$ cat src/rtl/dmem_wb_pkg.sv
// rtl/dmem_wb_pkg.sv - shared constants, entry type and pointer sizing for the write buffer
package dmem_wb_pkg;

   localparam int WB_DEPTH  = 4;
   localparam int WB_ADDR_W = 32;
   localparam int WB_DATA_W = 32;

   function automatic int wb_ptr_w(input int depth);
      return $clog2(depth);
   endfunction

   localparam int WB_PTR_W = wb_ptr_w(WB_DEPTH);

   // Word address only: the two byte-offset bits are never stored.
   typedef struct packed {
      logic [WB_ADDR_W-3:0] waddr;
      logic [WB_DATA_W-1:0] data;
   } wb_entry_t;

endpackage

$ cat src/rtl/wb_fwd_match.sv
// rtl/wb_fwd_match.sv - youngest-first store-to-load forwarding matcher over the queued entries
module wb_fwd_match
   import dmem_wb_pkg::*;
#(
   parameter int DEPTH = WB_DEPTH,
   parameter int AW    = WB_ADDR_W - 2,
   parameter int DW    = WB_DATA_W
) (
   input  logic [AW-1:0]            waddr [DEPTH],
   input  logic [DW-1:0]            data  [DEPTH],
   input  logic [wb_ptr_w(DEPTH)-1:0] head,
   input  logic [wb_ptr_w(DEPTH):0]   count,
   input  logic [AW-1:0]            rd_waddr,
   output logic                     hit,
   output logic [DW-1:0]            hit_data
);

   localparam int PW = wb_ptr_w(DEPTH);

   logic [PW-1:0] idx;

   // Walk oldest to youngest so a later match overrides an earlier one.
   always_comb begin
      hit      = 1'b0;
      hit_data = '0;
      idx      = head;
      for (int i = 0; i < DEPTH; i++) begin
         idx = head + PW'(i);
         if (((PW+1)'(i) < count) && (waddr[idx] == rd_waddr)) begin
            hit      = 1'b1;
            hit_data = data[idx];
         end
      end
   end

endmodule

$ cat src/rtl/dmem_write_buffer.sv
// rtl/dmem_write_buffer.sv - posted-store FIFO with forwarding; WB_COALESCE_EN merges same-word stores
module dmem_write_buffer
   import dmem_wb_pkg::*;
#(
   parameter int DEPTH  = WB_DEPTH,
   parameter int ADDR_W = WB_ADDR_W,
   parameter int DATA_W = WB_DATA_W
) (
   input  logic              CLK,
   input  logic              Reset,
   input  logic              MemWrite,
   input  logic [ADDR_W-1:0] Addr,
   input  logic [DATA_W-1:0] WriteData,
   output logic [DATA_W-1:0] ReadData,
   output logic              Full,
   output logic              Empty,
   output logic              Overflow,
   output logic              MemReqValid,
   input  logic              MemReqReady,
   output logic [ADDR_W-1:0] MemReqAddr,
   output logic [DATA_W-1:0] MemReqData,
   output logic [ADDR_W-1:0] MemRdAddr,
   input  logic [DATA_W-1:0] MemRdData
);

   localparam int PW = wb_ptr_w(DEPTH);
   localparam int AW = ADDR_W - 2;

   logic [AW-1:0]     waddr_q [DEPTH];
   logic [DATA_W-1:0] data_q  [DEPTH];
   logic [PW-1:0]     head;
   logic [PW-1:0]     tail;
   logic [PW-1:0]     yng;
   logic [PW:0]       count;
   logic              overflow_q;
   logic              full;
   logic              empty;
   logic              pop;
   logic              push;
   logic              coal;
   logic              drop;
   logic [AW-1:0]     in_waddr;
   logic              fwd_hit;
   logic [DATA_W-1:0] fwd_data;

   assign in_waddr = Addr[ADDR_W-1:2];
   assign empty    = (count == '0);
   assign full     = (count == (PW+1)'(DEPTH));
   assign yng      = tail - PW'(1);
   assign pop      = !empty && MemReqReady;

`ifdef WB_COALESCE_EN
   // A lone head that is draining this cycle cannot absorb the store.
   assign coal = MemWrite && !empty && (waddr_q[yng] == in_waddr)
                 && !((count == (PW+1)'(1)) && pop);
`else
   assign coal = 1'b0;
`endif

   assign push = MemWrite && !coal && (!full || pop);
   assign drop = MemWrite && !coal && full && !pop;

   always_ff @(posedge CLK or negedge Reset) begin
      if (!Reset) begin
         head       <= '0;
         tail       <= '0;
         count      <= '0;
         overflow_q <= 1'b0;
      end else begin
         if (push) tail <= tail + PW'(1);
         if (pop)  head <= head + PW'(1);
         count <= count + (PW+1)'(push) - (PW+1)'(pop);
         if (drop) overflow_q <= 1'b1;
      end
   end

   always_ff @(posedge CLK) begin
      if (push) begin
         waddr_q[tail] <= in_waddr;
         data_q[tail]  <= WriteData;
      end
      if (coal) data_q[yng] <= WriteData;
   end

   wb_fwd_match #(
      .DEPTH (DEPTH),
      .AW    (AW),
      .DW    (DATA_W)
   ) u_fwd (
      .waddr    (waddr_q),
      .data     (data_q),
      .head     (head),
      .count    (count),
      .rd_waddr (in_waddr),
      .hit      (fwd_hit),
      .hit_data (fwd_data)
   );

   assign ReadData    = fwd_hit ? fwd_data : MemRdData;
   assign Full        = full;
   assign Empty       = empty;
   assign Overflow    = overflow_q;
   assign MemReqValid = !empty;
   assign MemReqAddr  = {waddr_q[head], 2'b00};
   assign MemReqData  = data_q[head];
   assign MemRdAddr   = Addr;

endmodule

$ cat config.mk
export PLATFORM = sky130hd
export DESIGN_NAME = dmem_write_buffer
export DESIGN_NICKNAME = d
export VERILOG_FILES = /design/src/rtl/dmem_wb_pkg.sv /design/src/rtl/wb_fwd_match.sv /design/src/rtl/dmem_write_buffer.sv
export SDC_FILE = /design/constraint.sdc
export NUM_CORES = 1
export LEC_CHECK = 0
export CORE_MARGIN = 3
export CORE_UTILIZATION = 45
export DETAILED_ROUTE_END_ITERATION = 7
export GPL_TIMING_DRIVEN = 0
export HOLD_SLACK_MARGIN = 0.12
export PLACE_DENSITY = 0.68
export SLEW_MARGIN = 5
export SYNTH_ARGS = -nofsm -noshare
export SYNTH_HDL_FRONTEND = slang
export SYNTH_SLANG_ARGS = --single-unit
$ cat constraint.sdc
create_clock -name CLK -period 3.8 [get_ports CLK]
set_input_delay 0.76 -clock CLK [delete_from_list [all_inputs] [get_ports CLK]]
set_output_delay 0.76 -clock CLK [all_outputs]
set_load 0.1 [all_outputs]
==> results of run 1 <==
per-stage QoR:
stage | cell area [um^2] | setup slack (ns)
2_1_floorplan | 19400 | -0.503
3_5_place_dp | 22400 | -3.26
6_report | 28200 | -1.19
3_3_place_gp | 22300 | -3.18
5_1_grt | 28200 | -1.24
4_1_cts | 27000 | -1.09
per-layer routing:
layer / track usage, % / part of all wire (%)
met1: 46.2 / 40
met2: 50.9 / 45
met3: 9.12 / 11
met5: 0 / 0.053
met4: 10.2 / 3.8
final cells by class:
| class | instances | area [um^2] | area share, % |
|---|---|---|---|
| Multi-Input combinational cell | 1172 | 12800 | 45.5 |
| Buffer | 198 | 2110 | 7.48 |
| Inverter | 16 | 62.6 | 0.222 |
| Tap cell | 525 | 657 | 2.33 |
| Clock inverter | 17 | 90.1 | 0.319 |
| Clock buffer | 34 | 744 | 2.64 |
| Timing Repair Buffer | 324 | 4070 | 14.4 |
| Sequential cell | 256 | 7650 | 27.1 |
| Antenna cell | 2 | 5.00 | 0.0177 |
where the power goes:
group	internal, mW	switching (mW)	total, mW	leakage (nW)
registers	3.74	0.399	4.14	2.37
logic	7.02	11.7	18.8	7.21
clock network	1.39	1.16	2.55	0.408
total	12.2	13.3	25.4	9.98
critical path, cell delays in order (launching register included):
cell and delay, ns:
dfrtp_1 0.37, buf_12 0.16, buf_16 0.15, buf_16 0.16, buf_16 0.13, mux2i_4 0.29, xnor2_2 0.13, o21ai_4 0.26
nand4_1 0.17, buf_6 0.17, or4_4 0.71, buf_12 0.23, nor3_2 0.22, nor4_2 0.09, o21ai_4 0.17, buf_12 0.20
flip-flops by register name (all words and copies together) (netlist names):
name	flops
head	2
waddr_q	120
data_q	128
Overflow	1
tail	2
count	3
cells in the final DEF (no fill, tap or decap), types with 35 or more instances in the layout:
cell,n
mux2i_1,90
xnor2_1,57
mux2i_4,78
clkdlybuf4s50_1,134
mux2_2,73
edfxtp_1,248
nor2_1,108
o21ai_4,35
buf_4,107
buf_12,87
a21oi_1,105
mux4_2,60
nand4_1,108
a211oi_2,41
cells by family (layout without fill, tap and decap cells):
| kind of cell | after synthesis | in the layout |
|---|---|---|
| adders and majority gates | 9 | 9 |
| buffers and inverters | 218 | 589 |
| DFF | 256 | 256 |
| muxes | 328 | 328 |
| xor gates and xnor gates | 105 | 105 |
| and+or+nand+nor | 420 | 420 |
| other | 1 | 4 |
| AOI/OAI and AO/OA | 308 | 308 |
worst max path at each step:
stage                     startpoint        endpoint  slack, ns  cells after the start
final                        head[0]    ReadData[20]      -1.19                     15
after global routing         head[0]    ReadData[20]      -1.24                     15
after CTS                    head[0]     ReadData[1]      -1.09                     15
after detailed placement     Addr[5]    ReadData[20]      -3.26                     11
after global placement       Addr[5]    ReadData[20]      -3.18                     11
after floorplan              head[1]  MemReqData[10]      -0.50                     11
repair_timing:
item                       4_1_cts  5_1_grt
cloned                          12        3
setup buffers                   57       23
setup endpoints to repair       93       70
gates resized for setup       1161      208
pin swaps                       56       37
==> qor.txt, run 1 <==
Clk Latency, worst-skew pair = 0.60 ns
Synth Register Bits = 256
final core utilization = 70.6%
area delta synth->final = 53.6%
share of cells above drive strength 1 = 46.1%
Leak = 9.98 nW
Max Clock Freq = 0.200 GHz
initial antenna violation count = 4
WHS = 0.439 ns
port bufs = 227
Slew headroom = 32.9%
asr flop ratio synth = 3.13%
Slew Limit Fails = 0
CTS tree = yes
CP arrival = 4.23 ns
Cells after Synth = 1645
FP Rows = 73
I/O pins = 232
Setup violations, final = 32
Clock Sinks = 256
GR Util All Layers = 33.2%
most frequent cell after synthesis = edfxtp_1
top cell type's share of synthesized area = 40.5%
Final Hold Fails = 0
dpl hpwl = 51.5 mm
Die ar. = 43300 um^2
largest net degree at the start of global routing = 47
via count of the first global-routing pass = 16571
CTS HTree Levels = 1
Setup CP Type = register to primary output
worst reg2reg path depth = 10
RSZ-0062 raised after global routing = yes
Die Ht = 208 um
Synth area leaders = edfxtp_1 40%, mux2i_1 10%, mux4_2 7.2%, mux2_2 4.5%, xnor2_1 4.4%
Tcrit/Tclk final = 131%
drt via density = 6.66
Primary FF master, synth = edfxtp_1
Mapped Avg Cell Area = 11.2 um^2
Max Root-Sink Buffers = 3
Post-DRT Antenna Nets = 0
R2R setup slack = 1.32 ns
core region area = 40000 um^2
final WL = 75.3 mm
Initial Util = 46.0%
via count = 16934
Finished Layout Cells = 2544
Avg WL per Cell = 29.6 um
post-route setup TNS = -36.05 ns
clock buffer count from CTS = 29
adder and majority gate portion of the synthesized area = 0.653%
Worst Tran Pin Value = 1.00 ns
combinational family with the most area after synthesis = multiplexers
Clk Tree Root Cell = clkbuf_16
post-synthesis compound-gate area fraction = 10.5%
crit start category = register
Synth cell types = 75
FF-to-FF Start = count[2]
placed cell count = 2402
global-route wire length before repair = 109 mm
MaxCap Viol Count = 0
maximum vdd drop = 0.893 mV
nets@finish = 2106
failing checks = negative setup slack
FF-to-FF End = count[2]
Crit. End Element = primary output
Post-synth EDFFs = 248
post-synth top area cell = edfxtp_1
cts hold-fix bufs = 0
sequential fraction of the synthesis area = 41.6%
DRC errors left = 0
outcome = complete, but fails checks
die width = 208 um
total global routing overflow = 0
RD Place Congestion = 0.961
CTS clk-pin slew, worst paths = 0.06 ns
most frequent cells after synthesis = 248 x edfxtp_1, 190 x mux2i_1, 140 x a21oi_1
Starting DRT DRC Count = 2038
xor/xnor share of the synthesized area = 5.04%
TritonRoute pass-1 iters = 8
Syn Std Cell Area = 18400 um^2
Power, Total = 25.4 mW
fillers = 2716
post-synthesis simple-gate area fraction = 12.9%
Warnings, synthesis = 0
minimum clock period = 4.99 ns
Critical Path RT = 3.04 ns
power per standard cell area = 901 nW/um^2
Worst Slack Setup Final = -1.19 ns
post-synthesis mux area share = 22.7%
Crit Path Max Fanout = 10
clk_skew = 0.0261 ns
Hold Path Class = input pin to async pin
Note: power is estimated with default switching activity, not from simulation.
==> inputs of run 2 (changes only) <==
--- a/config.mk
+++ b/config.mk
@@ -5,6 +5,7 @@
 export SDC_FILE = /design/constraint.sdc
 export NUM_CORES = 1
 export LEC_CHECK = 0
+export CORE_ASPECT_RATIO = 0.9
 export CORE_MARGIN = 3
 export CORE_UTILIZATION = 45
 export DETAILED_ROUTE_END_ITERATION = 7
@@ -14,4 +15,5 @@
 export SLEW_MARGIN = 5
 export SYNTH_ARGS = -nofsm -noshare
 export SYNTH_HDL_FRONTEND = slang
+export SYNTH_HIERARCHICAL = 1
 export SYNTH_SLANG_ARGS = --single-unit
==> run 2 against run 1 <==
Effect of this change: the flow still finishes with violations (negative setup slack); via count down 9.9%; synthesized cell count down 9.5%; highest routed layer unchanged; maximum frequency down 10%.
==> qor.txt, run 2 <==
combinational family with the most area after synthesis = multiplexers
die width = 218 um (+4.8%)
Die ar. = 43000 um^2 (-0.78%)
TritonRoute pass-1 iters = 6 (-2)
FP Rows = 69 (-5.5%)
port bufs = 227 (unchanged)
outcome = complete, but fails checks
most frequent cell after synthesis = edfxtp_1
Max Clock Freq = 0.180 GHz (-10%)
R2R setup slack = 1.42 ns (+0.10 ns)
top cell type's share of synthesized area = 40.8% (+0.33 points)
Synth area leaders = edfxtp_1 41%, mux2i_1 13%, mux4_2 9.6%, mux2_2 4.1%, xnor2_1 4.1%
Die Ht = 197 um (-5.4%)
commonest non-fill, non-tap cells in the layout = 248 x edfxtp_1, 188 x mux2i_1, 131 x clkdlybuf4s50_1, 89 x nand2_1, 80 x buf_4
cts hold-fix bufs = 0 (unchanged)
RSZ-0062 raised after global routing = yes
Reg with most FFs = data_q
Slew Limit Fails = 0 (unchanged)
nets@finish = 1918 (-8.9%)
Critical Path RT = 3.04 ns (about the same)
global-route wire length before repair = 103 mm (-5.5%)
clock buffer count from CTS = 29 (unchanged)
Warnings, synthesis = 6 (+6)
Starting DRT DRC Count = 2036 (-0.098%)
Synth Register Bits = 256 (unchanged)
Tcrit/Tclk final = 146% (+15 points)
Final Hold Fails = 0 (unchanged)
Max Root-Sink Buffers = 3 (unchanged)
clk_skew = 0.00915 ns (-0.0170 ns)
Post-synth EDFFs = 248 (unchanged)
failing checks = negative setup slack
minimum clock period = 5.56 ns (+0.573 ns)
Leak = 9.26 nW (-7.2%)
Mapped Avg Cell Area = 12.2 um^2 (+9.6%)
Hold Path Class = input pin to async pin
maximum vdd drop = 0.816 mV (-8.6%)
Slew headroom = 16.3% (-17 points)
via count = 15264 (-9.9%)
sequential fraction of the synthesis area = 41.9% (+0.34 points)
Clk Latency, worst-skew pair = 0.57 ns (-0.03 ns)
CTS clk-pin slew, worst paths = 0.06 ns (about the same)
largest net degree at the start of global routing = 45 (-4.3%)
CTS HTree Levels = 1 (unchanged)
Crit. End Element = primary output
final instance area = 24500 um^2 (-13%)
dpl hpwl = 49.3 mm (-4.1%)
Setup violations, final = 32 (unchanged)
drt via density = 6.45 (-3.1%)
xor/xnor share of the synthesized area = 5.43% (+0.38 points)
GR Util All Layers = 32.5% (-0.65 points)
Largest regs = data_q x128, waddr_q x120, count x3
Clock Sinks = 256 (unchanged)
Initial Util = 45.9% (about the same)
power per standard cell area = 919 nW/um^2 (+2.0%)
Syn Std Cell Area = 18200 um^2 (-0.81%)
Worst Tran Pin Value = 1.25 ns (+0.251 ns)
total global routing overflow = 0 (unchanged)
CP arrival = 4.80 ns (+0.57 ns)
post-synthesis simple-gate area fraction = 7.74% (-5.1 points)
max reg flops = 128 (unchanged)
DRC errors left = 0 (unchanged)
Synth cell types = 81 (+8.0%)
Post-DRT Antenna Nets = 0 (unchanged)
initial antenna violation count = 5 (+1)
Avg WL per Cell = 30.1 um (+1.6%)
I/O pins = 232 (unchanged)
RD Place Congestion = 1.02 (+6.0%)
WHS = 0.480 ns (+0.0406 ns)
core region area = 39700 um^2 (-0.73%)
asr flop ratio synth = 3.13% (unchanged)
Post-DP Area = 21700 um^2 (-3.4%)
worst reg2reg path depth = 9 (-1)
via count of the first global-routing pass = 15154 (-8.6%)
Worst Slack Setup Final = -1.76 ns (-0.573 ns)
post-synthesis mux area share = 27.7% (+5.1 points)
final WL = 71.2 mm (-5.5%)
Cells after Synth = 1489 (-9.5%)
Clk Tree Root Cell = clkbuf_16
Setup CP Type = register to primary output
commonest non-fill, non-tap cell in the layout = edfxtp_1
crit start category = register
area delta synth->final = 34.6%
post-synthesis compound-gate area fraction = 10.7% (+0.17 points)
share of cells above drive strength 1 = 33.9% (-12 points)
Crit Path Max Fanout = 7 (-3)
Primary FF master, synth = edfxtp_1
post-synth top area cell = edfxtp_1
most frequent cells after synthesis = 248 x edfxtp_1, 230 x mux2i_1, 89 x nand2_1
CTS tree = yes
MaxCap Viol Count = 0 (unchanged)
adder and majority gate portion of the synthesized area = 0.521% (-0.13 points)
## run 2: cell type report
type                       instances  area (um^2)
antenna                            2         5.00
buffer                           163         1440
clock buffer                      37          796
clock inverter                    16          161
fill                            3100        15200
inverter                          19         83.8
multi-input combinational       1049        10500
sequential                       256         7650
tap                              532          666
timing repair buffer             293         3240
## run 2: metrics by stage
stage / power (mW) / setup TNS (ns) / utilization (%) / setup slack, ns / instances
finish: 22.6 / -54.39 / 61.8 / -1.76 / 2367
global route: 23.2 / -55.10 / 61.8 / -1.76 / 2366
CTS: 22.1 / -51.78 / 61.5 / -1.67 / 2360
detailed placement: 18.1 / -93.75 / 54.5 / -3.05 / 2253
global placement: 18.0 / -370.57 / 54.2 / -3.10 / 2249
floorplan: 14.2 / -9.67 / - / -0.355 / 1490
## run 2: what timing repair did
item / 4_1_cts / 5_1_grt
resized for setup: 602 / 142
endpoints found under the setup margin: 91 / 74
pin swaps: 23 / 27
gates cloned: 8 / 0
buffers inserted: 46 / 8
## run 2: power by group
part	switching, mW	leakage, nW	total (mW)	internal (mW)
combinational	10.2	6.43	15.5	5.29
clock	1.15	0.464	2.82	1.67
sequential	0.481	2.37	4.24	3.76
## run 2: worst max-delay path, stage by stage, from the launching register on
cell and delay [ns]:
dfrtp_2 0.41, buf_12 0.17, buf_12 0.14, buf_4 0.25, mux2i_4 0.35, mux2i_1 0.16, xnor2_1 0.24, nand4_1 0.28
nor4_1 0.36, nor4bb_4 0.42, clkbuf_8 0.20, buf_6 0.12, buf_6 0.10, a211oi_4 0.08, buf_6 0.21, a31o_2 0.23
mux2_4 0.28, buf_12 0.17
## run 2: kinds of logic (layout without fill, tap and decap cells)
logic type / Yosys count / after routing
AO/OA/AOI/OAI: 258 / 258
XOR/XNOR: 113 / 113
adder cells (fa/ha/maj): 7 / 7
buffers and inverters: 185 / 528
flip-flops: 256 / 256
multiplexers: 386 / 386
other: 1 / 4
AND/OR/NAND/NOR: 283 / 283
## run 2: layer usage
| layer | vias to the layer above | wire length (um) | GRT usage [%] |
|---|---|---|---|
| met5 | - | 25 | 0 |
| met4 | 4 | 1920 | 7.83 |
| met3 | 131 | 9120 | 10.7 |
| met2 | 1024 | 30100 | 46.3 |
| met1 | 7654 | 30000 | 48.2 |
| li1 | 6451 | - | - |
## run 2: final timing paths
check / start / end
setup / recovery: head[1] / ReadData[5]
hold / removal: Reset / Overflow
setup reg to reg: count[2] / count[2]
hold reg to reg: Overflow / Overflow
max in group asynchronous: Reset / head[1]
min in group CLK: Overflow / Overflow
==> inputs of run 3 (changes only) <==
==> constraint.sdc (replaced) <==
create_clock -name CLK -period 6.2 [get_ports CLK]
set_input_delay 1.24 -clock CLK [delete_from_list [all_inputs] [get_ports CLK]]
set_output_delay 1.24 -clock CLK [all_outputs]
set_load 0.1 [all_outputs]
==> run 3 against run 2 <==
Effect of this change: the flow now finishes without violations; sequential power shrank 39%; global-route usage shrank 2.0 points; utilization shrank 4.4 points; critical path depth shrank 3; count of clock-buffer cells in the layout shrank 2; combinational power shrank 43%; sequential share of layout area grew 2.4 points.
==> qor.txt, run 3 (same netlist as run 2, synthesis figures left out) <==
Die Ht = 197 um (unchanged)
commonest non-fill, non-tap cell in the layout = edfxtp_1
worst setup path startpoint = head[1]
GR Util All Layers = 30.6% (-2.0 points)
Post-DRT Antenna Nets = 0 (unchanged)
Tcrit/Tclk final = 99.2%
core region area = 39700 um^2 (unchanged)
global-route wire length before repair = 97.9 mm (-4.8%)
maximum vdd drop = 0.409 mV (-50%)
Crit. End Element = primary output
Slew Limit Fails = 0 (unchanged)
crit start category = register
Max Clock Freq = 0.163 GHz
initial antenna violation count = 2 (-3)
share of cells above drive strength 1 = 24.4% (-9.6 points)
via count = 14850 (-2.7%)
Final Hold Fails = 0 (unchanged)
I/O pins = 232 (unchanged)
port bufs = 227 (unchanged)
clk_skew = 0.0128 ns (+0.00369 ns)
CTS clk-pin slew, worst paths = 0.06 ns (about the same)
commonest non-fill, non-tap cells in the layout = 248 x edfxtp_1, 218 x mux2i_1, 180 x clkdlybuf4s50_1, 89 x nand2_1, 81 x xnor2_1
Clk Latency, worst-skew pair = 0.56 ns (about the same)
CP max stage delay = 0.78 ns (+0.36 ns)
area delta synth->final = 25.0%
Clk Tree Root Cell = clkbuf_16
final WL = 66.8 mm (-6.2%)
Hold Path Class = register to register
WL met1 = 29.5 mm (-1.6%)
Worst Tran Pin Value = 0.999 ns (-0.256 ns)
Starting DRT DRC Count = 1622 (-20%)
R2R setup slack = 3.76 ns (+2.34 ns)
Crit Path Max Fanout = 10 (+3)
Setup CP Type = register to primary output
largest net degree at the start of global routing = 40 (-11%)
Crit-path slowest cell = a222oi_1
clock buffer count from CTS = 28 (-3.4%)
fillers = 3297 (+6.4%)
cts hold-fix bufs = 0 (unchanged)
dpl hpwl = 49.4 mm (+0.11%)
DR WL met3 = 6.95 mm (-24%)
die width = 218 um (unchanged)
CP dominant cell by count = buf_8
Max Root-Sink Buffers = 3 (unchanged)
Slew headroom = 33.2% (+17 points)
power per standard cell area = 572 nW/um^2 (-38%)
max reg flops = 128 (unchanged)
met2 wire len = 28.7 mm (-4.6%)
CTS tree = yes
CP arrival = 4.91 ns (+0.11 ns)
Largest regs = data_q x128, waddr_q x120, count x3
Die ar. = 43000 um^2 (unchanged)
Setup violations, final = 0 (-100%)
total global routing overflow = 0 (unchanged)
TritonRoute pass-1 iters = 6 (unchanged)
Initial Util = 45.9% (unchanged)
outcome = complete, no violations
final core utilization = 57.4% (-4.4 points)
RSZ-0062 raised after global routing = yes
nets@finish = 1853 (-3.4%)
worst reg2reg path depth = 9 (unchanged)
Power, Total = 13.0 mW (-42%)
Critical Path RT = 4.96 ns (+1.92 ns)
worst setup path end = ReadData[29]
cells along the critical path = buf_12, buf_8, buf_8, mux2i_2, a222oi_1, a31oi_2, nor4_4, nor4bb_4, clkbuf_8, buf_4, or3_4, buf_8, mux2_2, buf_4
minimum clock period = 6.15 ns
RD Place Congestion = 0.993 (-2.5%)
DRC errors left = 0 (unchanged)
FP Rows = 69 (unchanged)
Reg with most FFs = data_q
top sig layer = met5
MaxCap Viol Count = 0 (unchanged)
CTS HTree Levels = 1 (unchanged)
Clock Sinks = 256 (unchanged)
FF-to-FF Start = count[2]
Leak = 8.51 nW (-8.1%)
via count of the first global-routing pass = 14580 (-3.8%)
Avg WL per Cell = 29.0 um (-3.5%)
FF-to-FF End = count[2]
drt via density = 6.45 (about the same)
-- run 3: area by class of cell --
| type | instances | area (um^2) | area share [%] |
|---|---|---|---|
| sequential | 256 | 7650 | 33.6 |
| clock buffer | 35 | 748 | 3.28 |
| clock inverter | 17 | 156 | 0.686 |
| multi-input combinational | 1049 | 9850 | 43.2 |
| antenna | 1 | 2.50 | 0.0110 |
| timing repair buffer | 234 | 2380 | 10.4 |
| tap | 532 | 666 | 2.92 |
| buffer | 158 | 1270 | 5.56 |
| inverter | 19 | 76.3 | 0.335 |
-- run 3: worst max-delay path: cells and delay by family (launching register included) --
kind	cells	cell delay [ns]
mux	2	0.57
buf+inv	7	1.35
compound gates	2	1.02
simple gates	3	0.91
flops	1	0.46
-- run 3: worst min path at each step --
stage	slack [ns]	to	depth (start not counted)	from
3_3_place_gp	0.45	Overflow	1	Overflow
6_report	0.47	Overflow	1	Overflow
2_1_floorplan	0.53	tail[1]	1	tail[1]
4_1_cts	0.47	Overflow	1	Overflow
5_1_grt	0.50	Overflow	1	Overflow
3_5_place_dp	0.46	Overflow	1	Overflow
-- run 3: layer usage --
metal / global-route usage, % / vias up
met2: 44.4 / 873
met1: 46.9 / 7571
met5: 0 / -
li1: - / 6300
met4: 7.13 / 2
met3: 6.52 / 104
-- run 3: what timing repair did --
action,4_1_cts,5_1_grt
setup endpoints to repair,32,32
pin swaps,11,17
gates resized for setup,322,78
setup buffers,2,1
-- run 3: power by group --
group / internal [mW] / switching, mW / total (mW)
logic: 2.89 / 5.91 / 8.80
clock network: 0.974 / 0.684 / 1.66
registers: 2.30 / 0.273 / 2.57
-- run 3: through the flow --
stage | cells | area, um^2 | hold slack (ns) | setup TNS, ns | worst slack (ns)
global route | 2301 | 22800 | 0.501 | -0.152 | -0.0412
CTS | 2302 | 22600 | 0.473 | 0 | 0.00402
detailed placement | 2253 | 21300 | 0.458 | -61.55 | -2.03
finish | 2301 | 22800 | 0.474 | 0 | 0.0465
floorplan | 1490 | 18200 | 0.535 | 0 | 0.763
global placement | 2249 | 21200 | 0.453 | -61.35 | -2.02
